`config.mk`:
```
export PLATFORM = sky130hd
export DESIGN_NAME = tt_pad_cfg
export DESIGN_NICKNAME = d
export VERILOG_FILES = /design/src/rtl/tt_pad_cfg.sv
export SDC_FILE = /design/constraint.sdc
export NUM_CORES = 1
export LEC_CHECK = 0
export CAP_MARGIN = 20
export CORE_ASPECT_RATIO = 0.9
export CORE_MARGIN = 4
export CORE_UTILIZATION = 40
export DETAILED_ROUTE_END_ITERATION = 8
export PLACE_DENSITY = 0.69
export REMOVE_ABC_BUFFERS = 1
export SLEW_MARGIN = 20
export SYNTH_ARGS = -nofsm -noshare
export SYNTH_HDL_FRONTEND = slang
export SYNTH_SLANG_ARGS = --single-unit
```
`constraint.sdc`:
```
create_clock -name clk -period 2.9 [get_ports clk]
set_input_delay 0.725 -clock clk [delete_from_list [all_inputs] [get_ports clk]]
set_output_delay 0.725 -clock clk [all_outputs]
set_load 0.1 [all_outputs]
```
`src/rtl/tt_pad_cfg.sv`:
```
// Double-buffered pad configuration: shadow writes, guarded commit with OE blanking.
// Optional registered readback of the active config when TT_PAD_CFG_READBACK_EN is defined.
module tt_pad_cfg #(
  parameter int N_BI  = 16,
  parameter int GUARD = 2,
  localparam int AW   = (N_BI > 1) ? $clog2(N_BI) : 1
) (
  input  logic            clk,
  input  logic            rst,
  input  logic            cfg_valid,
  output logic            cfg_ready,
  input  logic [AW-1:0]   cfg_addr,
  input  logic [5:0]      cfg_data,
  input  logic            cfg_commit,
  output logic            cfg_busy,
  output logic            cfg_err,
  input  logic [N_BI-1:0] core_out,
  input  logic [N_BI-1:0] core_oe,
  output logic [N_BI-1:0] core_in,
  input  logic [N_BI-1:0] pad_Y,
  output logic [N_BI-1:0] pad_A,
  output logic [N_BI-1:0] pad_OE,
  output logic [N_BI-1:0] pad_IE,
  output logic [N_BI-1:0] pad_SL,
  output logic [N_BI-1:0] pad_CS,
  output logic [N_BI-1:0] pad_PD,
  output logic [N_BI-1:0] pad_PU
`ifdef TT_PAD_CFG_READBACK_EN
  ,
  input  logic [AW-1:0]   rb_addr,
  output logic [5:0]      rb_data
`endif
);

  typedef enum logic [1:0] {IDLE, BLANK, APPLY} state_t;

  // Entry layout {PU,PD,CS,SL,IE,OE}; reset leaves inputs enabled only.
  localparam logic [5:0] CFG_RST = 6'b000010;
  localparam logic [AW:0] N_LIM  = (AW + 1)'(N_BI);

  state_t      state_q, state_d;
  logic [3:0]  cnt_q, cnt_d;
  logic        err_q, err_d;
  logic [5:0]  shadow_q [N_BI];
  logic [5:0]  shadow_d [N_BI];
  logic [5:0]  active_q [N_BI];
  logic [5:0]  active_d [N_BI];
  logic        idle;
  logic        addr_ok;

  assign idle    = (state_q == IDLE);
  assign addr_ok = ({1'b0, cfg_addr} < N_LIM);

  always_comb begin
    state_d  = state_q;
    cnt_d    = cnt_q;
    err_d    = err_q;
    shadow_d = shadow_q;
    active_d = active_q;
    case (state_q)
      IDLE: begin
        if (cfg_valid) begin
          if (addr_ok) shadow_d[cfg_addr] = cfg_data;
          else         err_d = 1'b1;
        end
        if (cfg_commit) begin
          state_d = BLANK;
          cnt_d   = 4'(GUARD);
        end
      end
      BLANK: begin
        if (cnt_q <= 4'd1) state_d = APPLY;
        else               cnt_d   = cnt_q - 4'd1;
      end
      APPLY: begin
        active_d = shadow_q;
        state_d  = IDLE;
        cnt_d    = '0;
      end
      default: state_d = IDLE;
    endcase
  end

  always_ff @(posedge clk) begin
    if (rst) begin
      state_q <= IDLE;
      cnt_q   <= '0;
      err_q   <= 1'b0;
      for (int unsigned i = 0; i < N_BI; i++) begin
        shadow_q[i] <= CFG_RST;
        active_q[i] <= CFG_RST;
      end
    end else begin
      state_q  <= state_d;
      cnt_q    <= cnt_d;
      err_q    <= err_d;
      shadow_q <= shadow_d;
      active_q <= active_d;
    end
  end

  assign cfg_ready = idle;
  assign cfg_busy  = ~idle;
  assign cfg_err   = err_q;
  assign pad_A     = core_out;

  always_comb begin
    pad_OE  = '0;
    pad_IE  = '0;
    pad_SL  = '0;
    pad_CS  = '0;
    pad_PD  = '0;
    pad_PU  = '0;
    core_in = '0;
    for (int unsigned i = 0; i < N_BI; i++) begin
      pad_OE[i]  = active_q[i][0] & core_oe[i] & idle;
      pad_IE[i]  = active_q[i][1];
      pad_SL[i]  = active_q[i][2];
      pad_CS[i]  = active_q[i][3];
      pad_PD[i]  = active_q[i][4];
      pad_PU[i]  = active_q[i][5];
      core_in[i] = pad_Y[i] & active_q[i][1];
    end
  end

`ifdef TT_PAD_CFG_READBACK_EN
  logic [5:0] rb_data_q, rb_data_d;

  always_comb begin
    rb_data_d = '0;
    if ({1'b0, rb_addr} < N_LIM) rb_data_d = active_q[rb_addr];
  end

  always_ff @(posedge clk) begin
    if (rst) rb_data_q <= '0;
    else     rb_data_q <= rb_data_d;
  end

  assign rb_data = rb_data_q;
`endif

endmodule

```
Word-level counts from Yosys, hierarchy flattened
Index checks and enable logic that the tools add are counted.
Word-level totals
  output and inout port bits: 131
  register bits after elaboration: 198
Cells by class
  muxes and demuxes: 9
  $add $sub $neg: 1
  eq/ne operators: 5
  bitwise gates (word level): 50
  $lt $le $gt $ge: 3
  reduce and logical (&&, ||, !) cells: 6
Operators by type and width (number)
  $bwmux 96: 1
  $and 1x1->1: 48
  $demux 6 s4: 1
  $pmux 4 s3: 1
  $mux 4: 2
  $mux 6: 1
  $ne 2x2->1 const B: 3
  $ge 5x5->1 const B: 1
  $lt 5x1->1 const B: 1
  $not 4->5: 1
  $le 4x1->1 const B: 1
  $mux 2: 2
  $pmux 2 s2: 1
  $reduce_and 2->1: 2
  $sub 4x1->4 const B: 1
  $reduce_and 3->1: 1
  $reduce_bool 3->1: 1
  $eq 2x1->1 const B: 1
  $eq 2x2->1 const B: 1
  $logic_not 2->1: 1
  $logic_and 1x1->1: 1
  $not 1->1: 1

Logic depth before layout (Yosys ltp)
Gate-level depths: netlist (run 1).
  depth after elaboration: 6
  mapped depth: 8
  gate-level depth less buffers: 6

Worst setup path after synthesis (run 1)
Ideal clock, no wire load.
  path kind: register to output
  from: reg state_q[0]
  to: out pad_OE[10]
  stages on the path, launching flop included: 6
  buffers on the path: 2
  arrival time: 2648 ps
  slack: -473 ps
  cell sequence: dfxtp_1 inv_1 ha_1 buf_2 clkbuf_1 and3_1
On the way
  longest elaborated chain between the ends: 2
Ends and longest elaborated chain
  from (decl): RTL line 41  | state_t state_q, state_d;
  from (signal assigned): RTL line 94  | state_q <= state_d;
  $logic_not 2->1
  named net cfg_ready: RTL line 11  | output logic cfg_ready,
  $and 1x1->1: RTL line 116  | pad_OE[i] = active_q[i][0] & core_oe[i] & idle;
  to (decl): RTL line 22  | output logic [N_BI-1:0] pad_OE,
The timed path passes the listed nets, and every way through them passes these cells.

Worst setup path after layout (run 1)
  from: reg state_q[0]
  to: out pad_OE[5]
On the way
  longest elaborated chain between the ends: 2
Ends and longest elaborated chain (RTL line)
  $logic_not 2->1
  $and 1x1->1: 116
No other way between the ends.

==> PnR_summary.wiki, run 1 <==
{| class="wikitable"
! Metric !! Value
|-
| Slew of the pin with the lowest slew margin || roughly 650 ps
|-
| Kind of end point of the critical path || output port
|-
| Startpoint-to-endpoint class of the critical path || flop to output port
|-
| Clock input transition at the sequential cells of the worst setup and hold paths || 70 ps
|-
| Critical path cell sequence || inv_1 > ha_1 > buf_4 > and3_1 > buf_12
|-
| Area growth from synthesis to layout || 23.1%
|-
| Data required time of the worst path || 2170 ps
|-
| Main synth FF type || sky130_fd_sc_hd__dfxtp_1
|-
| Max-cap violation count || 0
|-
| Port Buf Inserts || approximately 160
|-
| Final core area utilization || 50.3%
|-
| Number of nets in the layout || roughly 950
|-
| Share of the synthesized area in the top cell type || 48.2%
|-
| Sequential standard cell area || between 3000 and 4000 µm²
|-
| First-pass GRT wire length || roughly 29000 µm
|-
| RSZ-0062 raised after global routing || false
|-
| Std-Cell Core Area || 20100 µm²
|-
| Pre-antenna DRT Iters || 6
|-
| Number of synthesized flops with an enable pin || 0
|-
| # resized after CTS || 0
|-
| Biggest area consumer among synthesized cells || sky130_fd_sc_hd__dfxtp_1
|-
| Post-synth ARST share || 0%
|-
| Hold/Removal Path Class || flop to flop
|-
| Post CTS Setup Buffer Count || 0
|-
| Crit. Startpoint || state_q[0]
|-
| Largest stage delay, worst path || 340 ps
|-
| Worst Hold Margin || ~460 ps
|-
| Layout cells sized above 1 || 20.1%
|-
| Maximum buffer depth of the clock tree || 2
|-
| Maximum clock frequency || 392 MHz
|-
| Maximum number of pins on one net before global-route repair || 72
|-
| DRC || 0
|-
| Area enclosed by the die boundary || 22900 µm²
|-
| Global route overflow || 0
|-
| Max-slew violation total from the final report || 0
|-
| Initial antenna violation count || 0
|-
| Number of H-tree branching levels || 4
|-
| DP Worst Slack || 415 ps
|-
| Fraction of the yosys area taken by sequential cells || 48.2%
|-
| RR Startpoint || state_q[0]
|-
| Leakage component of the power || 4.10 nW
|-
| Final RePlAce weighted congestion || between 0.7 and 0.8
|-
| Number of clock buffers inserted by TritonCTS || 17
|-
| CTS tree || done
|-
| Clock net sink count || 198
|-
| Mapped Avg Cell Area || 9.92 µm²
|-
| Number of placed cells counting well taps || ~1.1k
|-
| Warning count from the yosys run || 0
|-
| Filler Cells Inserted || 1826
|-
| Post-layout min period || between 2000 and 3000 ps
|-
| Post-synth design cell area || 8230 µm²
|-
| Flip-flop and latch count after synthesis || 198
|-
| Setup slack after layout || 346 ps
|-
| Max rail drop VDD || 0.413 mV
|-
| Clk Latency, worst-skew pair || around 420 ps
|-
| Element type at the critical path start || flop
|-
| Estimated wirelength of the detail-placed design || 12200 µm
|-
| Total via count in the routed design || roughly 5.4k
|-
| Largest fanout on the critical path || 14
|-
| Hold Vio Cnt, Final || 0
|-
| Die Ht || 144 µm
|-
| Area used by multi-input combinational logic || 3330 µm²
|-
| List of most frequent post-synthesis cells || sky130_fd_sc_hd__dfxtp_1, sky130_fd_sc_hd__mux2i_1, sky130_fd_sc_hd__nor2_1, sky130_fd_sc_hd__buf_4, sky130_fd_sc_hd__nand2_1
|-
| Outcome || completed
|-
| Core Rows || 49
|-
| Layout Skew || roughly 7 ps
|-
| Most frequent cell after synthesis || sky130_fd_sc_hd__dfxtp_1
|-
| Vias in the first global route || 5235
|-
| Worst slew slack as a fraction of its limit || 56.9%
|-
| Count of hold buffers inserted by post-cts repair || 0
|-
| Number of setup violations in the final report || 0
|-
| Post-detailed-route count of antenna-violating nets || 0
|-
| All-layer global routing usage || 15.7%
|-
| Top cells by area in the synthesized netlist || sky130_fd_sc_hd__dfxtp_1, sky130_fd_sc_hd__mux2i_1, sky130_fd_sc_hd__buf_4
|-
| I/O pin count || a little under 200
|-
| Routed vias/inst || 4.70
|-
| Cell with the biggest individual delay on the critical path || sky130_fd_sc_hd__dfxtp_1
|-
| WP data arrival || 1830 ps
|-
| Clock tree root buffer cell || sky130_fd_sc_hd__clkbuf_16
|-
| Routed WL || 18000 µm
|-
| Critical hold path startpoint || shadow_q[93]
|-
| Number of distinct standard cells referenced by the synthesized netlist || 36
|-
| Routed wire per std cell || 15.6 µm
|-
| Period utilisation layout || 88.1%
|-
| Ratio of total power to cell area || roughly 650 nW/µm²
|-
| Non-filler instance count after layout || 1153
|-
| Iteration-0 DRC count of the detailed router || 215
|-
| Synthesized netlist cell count || about 830
|-
| Initial core utilization || 40.9%
|-
| X dimension of the die || ~160 µm
|}
metrics by stage:
step	TNS (ps)	cell area [µm²]	total power [mW]
after floorplan	-131840	7300	3.95
after global placement	0	9560	4.41
after detailed placement	0	9560	4.42
after CTS	0	10100	6.71
after global routing	0	10100	6.91
final	0	10100	6.62
cells in the final DEF, fill, tap and decap left out, drive strengths merged:
| master | Yosys | final |
|---|---|---|
| bufinv | 0 | 2 |
| dfxtp | 198 | 198 |
| a32o | 1 | 1 |
| a311oi | 1 | 1 |
| nand2 | 44 | 44 |
| nor4b | 1 | 1 |
| mux2i | 189 | 189 |
| o31ai | 2 | 2 |
| nand2b | 3 | 3 |
| nand3b | 2 | 2 |
| ha | 7 | 7 |
| and2b | 1 | 1 |
| and3 | 16 | 16 |
| nor2 | 171 | 171 |
| clkdlybuf4s50 | 0 | 44 |
| nand4 | 2 | 2 |
| and2 | 16 | 16 |
| clkinvlp | 0 | 1 |
| and4bb | 1 | 1 |
| clkinv | 1 | 8 |
| inv | 5 | 7 |
| a21oi | 7 | 7 |
| nor2b | 1 | 1 |
| o21ai | 2 | 2 |
| nand4b | 2 | 2 |
| buf | 119 | 134 |
| or3 | 2 | 2 |
| clkbuf | 23 | 20 |
| diode | 0 | 1 |
| nand3 | 7 | 7 |
| conb | 1 | 1 |
| or2 | 1 | 1 |
| o21a | 1 | 1 |
| nor3 | 2 | 2 |
routing by layer:
| layer | track usage (%) | wire, µm |
|---|---|---|
| met2 | 23.4 | 7710 |
| met1 | 22.2 | 9200 |
| met4 | 3.97 | 121 |
| met5 | 0 | 0 |
| met3 | 5.10 | 1020 |
kinds of logic (layout without fill, tap and decap cells):
| kind of cell | Yosys count | count (layout) | synth area share, % |
|---|---|---|---|
| AOI/OAI and AO/OA | 14 | 14 | 1.13 |
| other | 1 | 2 | 0.0456 |
| adders and majority gates | 7 | 7 | 1.06 |
| DFF | 198 | 198 | 48.2 |
| muxes | 189 | 189 | 23.0 |
| and+or+nand+nor | 272 | 272 | 15.1 |
| buffers and inverters | 148 | 216 | 11.5 |
path summary, 6_finish.rpt:
path                   to  depth (start not counted)  slack (ps)
max             pad_OE[5]                          5         350
min          shadow_q[93]                          2         460
max reg2reg  shadow_q[66]                          7         800
min reg2reg  shadow_q[93]                          2         460
registers in the layout (all words and copies together) (netlist names), 4 cells and up:
register  cells
pad_CS       16
cnt_q         4
pad_IE       16
active_q     16
pad_SL       16
pad_PU       16
shadow_q     96
pad_PD       16
power by group:
part	internal (mW)	switching, mW	total, mW
logic	0.588	0.935	1.52
clock network	1.27	1.01	2.29
registers	2.77	0.0404	2.82
final cells by class:
cell class / instances / area share (%)
Sequential cell: 198 / 39.1
Multi-Input combinational cell: 483 / 32.9
Timing Repair Buffer: 178 / 19.0
Clock buffer: 20 / 4.31
Tap cell: 255 / 3.15
Clock inverter: 12 / 1.26
Inverter: 6 / 0.222
Antenna cell: 1 / 0.0247
critical path: cells and delay by family, from the launching register on:
family | cells | cell delay (ps)
simple gates | 1 | 250
fa+ha+maj | 1 | 210
buf+inv | 3 | 600
flops | 1 | 340
Note: power is estimated with default switching activity, not from simulation.
==> run 2: changes to the inputs <==
- CAP_MARGIN: 20 -> unset
- HOLD_SLACK_MARGIN: unset -> 0.06
==> results of run 2 <==
Same layout as run 1: the final DEF is identical, and so are final timing and power.
